**config.mk**
```make
export PLATFORM = sky130hd
export DESIGN_NAME = mux_rr_feeder_flat
export DESIGN_NICKNAME = d
export VERILOG_FILES = /design/src/rtl/mux_pkg.sv /design/src/rtl/mux_rr_feeder_if.sv /design/src/rtl/mux_rr_pick.sv /design/src/rtl/mux_rr_feeder.sv /design/src/flat_wrapper.sv
export SDC_FILE = /design/constraint.sdc
export NUM_CORES = 1
export LEC_CHECK = 0
export CORE_UTILIZATION = 46
export CTS_CLUSTER_DIAMETER = 40
export DETAILED_ROUTE_END_ITERATION = 7
export PLACE_DENSITY = 0.85
export SETUP_SLACK_MARGIN = 0.1
export SKIP_CTS_REPAIR_TIMING = 1
export SLEW_MARGIN = 20
export SYNTH_ARGS = -nofsm -noshare
export SYNTH_HDL_FRONTEND = slang
export SYNTH_SLANG_ARGS = --single-unit
```
**constraint.sdc**
```tcl
create_clock -name clk -period 2.7 [get_ports clk]
set_input_delay 0.27 -clock clk [delete_from_list [all_inputs] [get_ports clk]]
set_output_delay 0.27 -clock clk [all_outputs]
set_load 0.02 [all_outputs]
```
**src/rtl/mux_pkg.sv**
```systemverilog
// Shared types and helpers for the round-robin mux feeder.
// Exports feed_state_t, SEL_A/SEL_B and the burst counter width helper.
package mux_pkg;

  typedef enum logic [1:0] {
    IDLE,
    GRANT_A,
    GRANT_B
  } feed_state_t;

  localparam logic SEL_A = 1'b0;
  localparam logic SEL_B = 1'b1;

  function automatic int cnt_w(input int mb);
    return $clog2(mb + 1);
  endfunction

endpackage

```
**src/rtl/mux_rr_feeder_if.sv**
```systemverilog
// Two valid/ready source channels plus one registered output channel.
// slave: feeder side; master: source/sink side.
interface mux_rr_feeder_if #(
  parameter int WIDTH = 8
);
  logic             a_valid;
  logic             a_ready;
  logic [WIDTH-1:0] a_data;
  logic             b_valid;
  logic             b_ready;
  logic [WIDTH-1:0] b_data;
  logic             sel;
  logic             out_valid;
  logic             out_ready;
  logic [WIDTH-1:0] out_data;

  modport slave (
    input  a_valid, a_data,
    input  b_valid, b_data,
    input  out_ready,
    output a_ready, b_ready,
    output sel, out_valid, out_data
  );

  modport master (
    output a_valid, a_data,
    output b_valid, b_data,
    output out_ready,
    input  a_ready, b_ready,
    input  sel, out_valid, out_data
  );
endinterface

```
**src/rtl/mux_rr_pick.sv**
```systemverilog
// Combinational round-robin pick with bounded bursts.
// in: a_valid, b_valid, state, burst_cnt, last_sel; out: pick (0=A, 1=B)
module mux_rr_pick
  import mux_pkg::*;
#(
  parameter int MAX_BURST = 4,
  parameter int CW        = cnt_w(MAX_BURST)
) (
  input  logic          a_valid,
  input  logic          b_valid,
  input  feed_state_t   state,
  input  logic [CW-1:0] burst_cnt,
  input  logic          last_sel,
  output logic          pick
);
  localparam logic [CW-1:0] MAXC = CW'(MAX_BURST);

  logic cap;
  assign cap = (burst_cnt >= MAXC);

  always_comb begin
    pick = SEL_A;
    unique case (1'b1)
      !b_valid: pick = SEL_A;
      !a_valid && b_valid: pick = SEL_B;
      a_valid && b_valid: begin
        unique case (state)
          GRANT_A: pick = cap ? SEL_B : SEL_A;
          GRANT_B: pick = cap ? SEL_A : SEL_B;
          default: pick = !last_sel;
        endcase
      end
    endcase
  end
endmodule

```
**src/rtl/mux_rr_feeder.sv**
```systemverilog
// Round-robin arbiter + output register feeding the 2:1 mux.
// Ports: clk, rst_n, bus (slave: A/B sources in, sel/out_* out).
module mux_rr_feeder
  import mux_pkg::*;
#(
  parameter int WIDTH     = 8,
  parameter int MAX_BURST = 4
) (
  input  logic           clk,
  input  logic           rst_n,
  mux_rr_feeder_if.slave bus
);
  localparam int CW = cnt_w(MAX_BURST);
  localparam logic [CW-1:0] MAXC = CW'(MAX_BURST);

  feed_state_t      state;
  logic [CW-1:0]    burst_cnt;
  logic             last_sel;
  logic             valid_q;
  logic             sel_q;
  logic [WIDTH-1:0] data_q;

  logic pick;
  logic load_en;
  logic any_v;
  logic accept;
  logic same;

  mux_rr_pick #(
    .MAX_BURST(MAX_BURST),
    .CW(CW)
  ) u_pick (
    .a_valid(bus.a_valid),
    .b_valid(bus.b_valid),
    .state(state),
    .burst_cnt(burst_cnt),
    .last_sel(last_sel),
    .pick(pick)
  );

  assign load_en = !valid_q || bus.out_ready;
  assign any_v   = bus.a_valid || bus.b_valid;
  assign accept  = load_en && any_v;

  // rst_n gate: the empty register would otherwise look ready in reset
  assign bus.a_ready =
    rst_n && load_en && bus.a_valid && (pick == SEL_A);
  assign bus.b_ready =
    rst_n && load_en && bus.b_valid && (pick == SEL_B);

  assign same = (state == GRANT_A && pick == SEL_A)
             || (state == GRANT_B && pick == SEL_B);

  assign bus.out_valid = valid_q;
  assign bus.out_data  = data_q;
  assign bus.sel       = sel_q;

  always_ff @(posedge clk or negedge rst_n) begin
    if (!rst_n) begin
      valid_q   <= 1'b0;
      data_q    <= '0;
      sel_q     <= SEL_A;
      state     <= IDLE;
      burst_cnt <= '0;
      last_sel  <= SEL_B;
    end else if (accept) begin
      valid_q  <= 1'b1;
      data_q   <= (pick == SEL_B) ? bus.b_data : bus.a_data;
      sel_q    <= pick;
      last_sel <= pick;
      state    <= (pick == SEL_B) ? GRANT_B : GRANT_A;
      if (!same)
        burst_cnt <= CW'(1);
      else if (burst_cnt != MAXC)
        burst_cnt <= burst_cnt + 1'b1;
    end else if (load_en) begin
      valid_q   <= 1'b0;
      state     <= IDLE;
      burst_cnt <= '0;
    end
  end
endmodule

```
**src/flat_wrapper.sv**
```systemverilog
// flat-port wrapper written by rule: the top's interface ports become plain ports
module mux_rr_feeder_flat import mux_pkg::*;
#(
  parameter int WIDTH     = 8,
  parameter int MAX_BURST = 4
)
  (clk, rst_n, bus_a_valid, bus_a_data, bus_b_valid, bus_b_data, bus_out_ready, bus_a_ready, bus_b_ready, bus_sel, bus_out_valid, bus_out_data);
  mux_rr_feeder_if #(.WIDTH(WIDTH)) bus_i ();
  input  logic clk;
  input  logic rst_n;
  input wire logic [$bits(bus_i.a_valid)-1:0] bus_a_valid;
  input wire logic [$bits(bus_i.a_data)-1:0] bus_a_data;
  input wire logic [$bits(bus_i.b_valid)-1:0] bus_b_valid;
  input wire logic [$bits(bus_i.b_data)-1:0] bus_b_data;
  input wire logic [$bits(bus_i.out_ready)-1:0] bus_out_ready;
  output wire logic [$bits(bus_i.a_ready)-1:0] bus_a_ready;
  output wire logic [$bits(bus_i.b_ready)-1:0] bus_b_ready;
  output wire logic [$bits(bus_i.sel)-1:0] bus_sel;
  output wire logic [$bits(bus_i.out_valid)-1:0] bus_out_valid;
  output wire logic [$bits(bus_i.out_data)-1:0] bus_out_data;
  assign bus_i.a_valid = bus_a_valid;
  assign bus_i.a_data = bus_a_data;
  assign bus_i.b_valid = bus_b_valid;
  assign bus_i.b_data = bus_b_data;
  assign bus_i.out_ready = bus_out_ready;
  assign bus_a_ready = bus_i.a_ready;
  assign bus_b_ready = bus_i.b_ready;
  assign bus_sel = bus_i.sel;
  assign bus_out_valid = bus_i.out_valid;
  assign bus_out_data = bus_i.out_data;
  mux_rr_feeder #(.WIDTH(WIDTH), .MAX_BURST(MAX_BURST)) u_core (.clk(clk), .rst_n(rst_n), .bus(bus_i));
endmodule
```
# Word level (Yosys, flattened, before mapping)
# Index checks and enable logic that the tools add are counted.
# totals
reg_bits	16
inputBits	21
wordCells	46
# classes
addsub	1
bitwise_logic	1
n_lt_le_gt_ge	1
n_eq_ne	4
muxes	14
reduce_logical	19
# op_table
cell	count
2-to-1 mux 3 bit	4
logical AND 1 bit	10
2-to-1 mux 8 bit	1
2-to-1 mux 2 bit	3
inequality test 3 bit, second input constant	2
logical NOT 1 bit	4
2-to-1 mux 1 bit	4
adder 3 x 1 -> 3 bit, second input constant	1
greater-or-equal comparator 3 bit, second input constant	1
logical OR 1 bit	3
one-hot mux 1 bit (3 select lines)	1
equality test 2 x 1 -> 1 bit, second input constant	1
equality test 2 bit, second input constant	1
one-hot mux 1 bit (2 select lines)	1
AND reduction 2 bit	1
nonzero test 2 bit	1
NOT 1 bit	1

# Depth between registers and ports, before layout
# logic_depth
depth_word	9
ltp_mapped	7
ltp_nobuf	7

# Cells and area by module
# Synthesis repeated with hierarchy kept, for this count alone.
# hier_totals
hier_cells	88
hier_area_um2	878.3
# by_module_without_submodules
mod	area_per_inst_um2	cells_each	n_inst
mux_rr_feeder	815.8	80	1
mux_rr_pick	62.6	8	1

# Least setup slack after synthesis
# No wires, ideal clock.
# synth_path
kind	reg2out
from	reg u_core.state[0]
to	out bus_b_ready
required_ps	2430
stages_incl_launch_ff	7
n_path_buf	0
arrival_ps	1762
path_slack_ps	668
cell_sequence	dfrtp_1 > inv_1 > ha_1 > a211o_1 > o21ai_1 > a311oi_2 > and2_1
# synth_between
elab_chain_cells	4
# synth_lines
element	line_no	source
from (decl)	mux_rr_feeder.sv:16	feed_state_t state;
from (signal assigned)	mux_rr_feeder.sv:71	state <= (pick == SEL_B) ? GRANT_B : GRANT_A;
equality test 2 bit or equality test 2 x 1 -> 1 bit (tied branches)	mux_rr_pick.sv:27	unique case (state)
one-hot mux 1 bit (2 select lines) (*)	mux_rr_pick.sv:27	
one-hot mux 1 bit (3 select lines) (*)	mux_rr_pick.sv:23	unique case (1'b1)
logical AND 1 bit (*)	mux_rr_feeder.sv:49	rst_n && load_en && bus.b_valid && (pick == SEL_B);
to (decl)	flat_wrapper.sv:17	output wire logic [$bits(bus_i.b_ready)-1:0] bus_b_ready;
# Mark *: on every way between the ends. The rest lies on a longest branch, timed or not.

# Worst setup path after layout
# layout_path
from	reg u_core.state[0]
to	out bus_a_ready
# layout_between
elab_chain_cells	5
# layout_lines
element	line_no	source
equality test 2 bit or equality test 2 x 1 -> 1 bit (tied branches)	mux_rr_pick.sv:27	
one-hot mux 1 bit (2 select lines) (*)	mux_rr_pick.sv:27	
one-hot mux 1 bit (3 select lines) (*)	mux_rr_pick.sv:23	
NOT 1 bit (*)	mux_rr_feeder.sv:47	rst_n && load_en && bus.a_valid && (pick == SEL_A);
logical AND 1 bit (*)	mux_rr_feeder.sv:47	
to (decl)	flat_wrapper.sv:16	output wire logic [$bits(bus_i.a_ready)-1:0] bus_a_ready;
# Marked as above.

==> results.md <==
- Die area: 2070 um^2
- Worst Path Arrival: 2120 ps
- DPL Wire Length: 1560 um
- Sequential fraction of the synthesis area: 46.3%
- Worst Max-Slew Pin Slew: 421 ps
- DRC errors left: 0
- Yosys warns: 0
- Min Tclk post-route: 2390 ps
- Core Util, Final: 73.8%
- Slowest CP cell: dfrtp_1
- WP buf/inv: 2
- Hold Crit Class: primary input to async pin
- Max-cap violations: 0
- Die Height: 45.4 um
- Synth Instances: 86
- Avg Cell Area, Syn: 10.1 um^2
- RSZ-0062 raised after global routing: false
- Final setup viols: 0
- Peak Freq: 419 MHz
- Cells after DPL: 146
- Worst EP required: 2430 ps
- Routed wire length: 2050 um
- Vias in the first global route: 784
- Hold Vio Cnt, Final: 0
- Std-Cell Rows: 15
- Leakage dissipation: 0.000591 uW
- Worst slack, placed: 227 ps
- Peak supply drop: 0.510 mV
- Die width: 45.4 um
- First-pass GRT wire length: 3340 um
- CORE AREA: 1750 um^2
- Initial core utilization: 49.7%
- Pins Over Slew Limit: 0
- Most common cell after layout, fill and taps aside: clkdlybuf4s50_1
- CP top delay family: compound AO/OA/AOI/OAI gates
- Multi-input gate area: 434 um^2
- GRT Total Usage: 22.9%
- Max clock buf depth: 2
- Share of cells above drive strength 1: 9.60%
- Crit-path cells: inv_1 -> ha_2 -> a211o_1 -> o21ai_1 -> nand2b_1 -> and4_1 -> dlymetal6s2s_1
- H-tree depth: 1
- # port buffers: 32
- Routability Congestion: 0.947
- Delay of the slowest critical-path stage: 400 ps
- Tcrit/Tclk final: 88.5%
- DR pass1 iterations: 4
- Pin count of the biggest net entering global routing: 12
- Synth unique cells: 27
- Via count: 825
- PwrDens: 664 nW/um^2
- Non-filler instance count after layout: 150
- Remaining antenna violation count: 0
- Worst skew pair latency: 280 ps
- Overall Power: 855 uW
- Outcome: finished, final reports clean
- Fin nets: 151
- Mapped Nets: 111
- Worst-path clk slew: 80 ps
- Worst Skew: 3.47 ps
- Critical path peak fanout: 7
- Slew HR: 71.9%
- WL/cell: 13.7 um
- Gr ovfl total: 0
- Initial antenna violation count: 0
- Clk sink count: 16
- R2R setup slack: 660 ps
- IO Pins: 33
- Clock Tree Root: clkbuf_4
- CP Capture Type: primary output
- Ant diodes: 0
- Vias/cell: 5.50
- CP Launch Type: register
- Layout area overhead: 48.4%
- Mapped cell area: 868 um^2
- CTS buffer count: 3
- Number of synthesized register bits: 16
- First DRT Iteration DRCs: 22
- PnR worst setup slack: 312 ps
- Most frequent cells in the layout: clkdlybuf4s50_1 (30), dfrtp_1 (15), nor2b_1 (10), nor2_1 (8), a221o_1 (8)
- Fillcell total: 142
- CTS tree: built
- FF/Latch Area: 402 um^2
- CP Class: register to primary output
synthesized netlist by cell type:
library cell  number  area share, %
buf_4              1           0.86
nand2_1            6            2.6
nor4bb_1           1            1.2
o21ai_1            1           0.58
or3_1              1           0.72
inv_1              6            2.6
a21o_1             2            1.7
dfstp_2            1            3.0
a2bb2oi_1          2            2.0
a211o_1            1            1.0
a221oi_1           1            1.0
o32ai_1            1            1.0
o21ai_0            2            1.2
a32oi_1            1            1.0
nor2_1             8            3.5
dfrtp_1           15             43
nand2b_1           3            2.2
and4_1             1            1.0
ha_1               4            5.8
nor2b_1           10            7.2
a311oi_2           1            1.7
a221o_1            8            9.2
buf_2              1           0.58
and2_1             1           0.72
a311oi_1           1            1.0
a21oi_1            5            2.9
nand3_1            1           0.58
state kept, by name, indices dropped and copies added (netlist names):
| name | count |
|---|---|
| u_core.bus.sel | 1 |
| u_core.state | 2 |
| u_core.last_sel | 1 |
| u_core.bus.out_data | 8 |
| u_core.burst_cnt | 3 |
| u_core.bus.out_valid | 1 |
stage by stage:
stage / cell area (um^2) / hold slack, ps / TNS [ps]
after floorplan: 868 / -25.6 / 0
after global placement: 1240 / 479 / 0
after detailed placement: 1240 / 499 / 0
after CTS: 1280 / 277 / -136
after global routing: 1290 / 293 / 0
final: 1290 / 280 / 0
final cells by class:
class | instances | share of cell area (%)
clock buffer | 4 | 2.82
inverter | 6 | 1.75
multi-input combinational | 62 | 33.7
sequential | 16 | 31.2
tap | 25 | 2.43
timing repair buffer | 37 | 28.2
kinds of logic (layout without fill, tap and decap cells):
group / after synthesis / count (layout) / share of synthesized area [%]
AO/OA/AOI/OAI: 26 / 26 / 24.4
AND/OR/NAND/NOR: 32 / 32 / 19.6
flip-flops: 16 / 16 / 46.3
adder cells (fa/ha/maj): 4 / 4 / 5.76
buffers and inverters: 8 / 47 / 4.03
worst reg2reg max path, stage by stage (launching register included):
cell	delay, ps
dfrtp_1	400
inv_1	70
ha_2	320
nor4bb_1	340
a2bb2oi_1	200
a221oi_1	130
or3_1	360
a21oi_1	150
metal layers:
| metal | track usage [%] | share of wire [%] | vias up |
|---|---|---|---|
| met3 | 4.37 | 6.6 | 2 |
| met2 | 33.7 | 46 | 35 |
| li1 | - | - | 394 |
| met5 | 0 | 0 | - |
| met4 | 10.3 | 0.93 | 0 |
| met1 | 32.5 | 46 | 394 |
where the power goes:
group	switching (uW)	total, uW	internal, uW
Combinational	177	367	191
Clock	69.4	151	82.0
Sequential	41.8	337	295
Total	288	855	567
path summary, 6_finish.rpt:
kind / startpoint / end / depth (start not counted)
max in group asynchronous: rst_n / u_core.bus.out_data[0] / 2
min in group clk: u_core.state[1] / u_core.state[1] / 1
min reg2reg: u_core.state[1] / u_core.state[1] / 1
max reg2reg: u_core.state[0] / u_core.burst_cnt[2] / 7
max: u_core.state[0] / bus_a_ready / 7
min: rst_n / u_core.bus.out_data[1] / 1
Note: power is estimated with default switching activity, not from simulation.
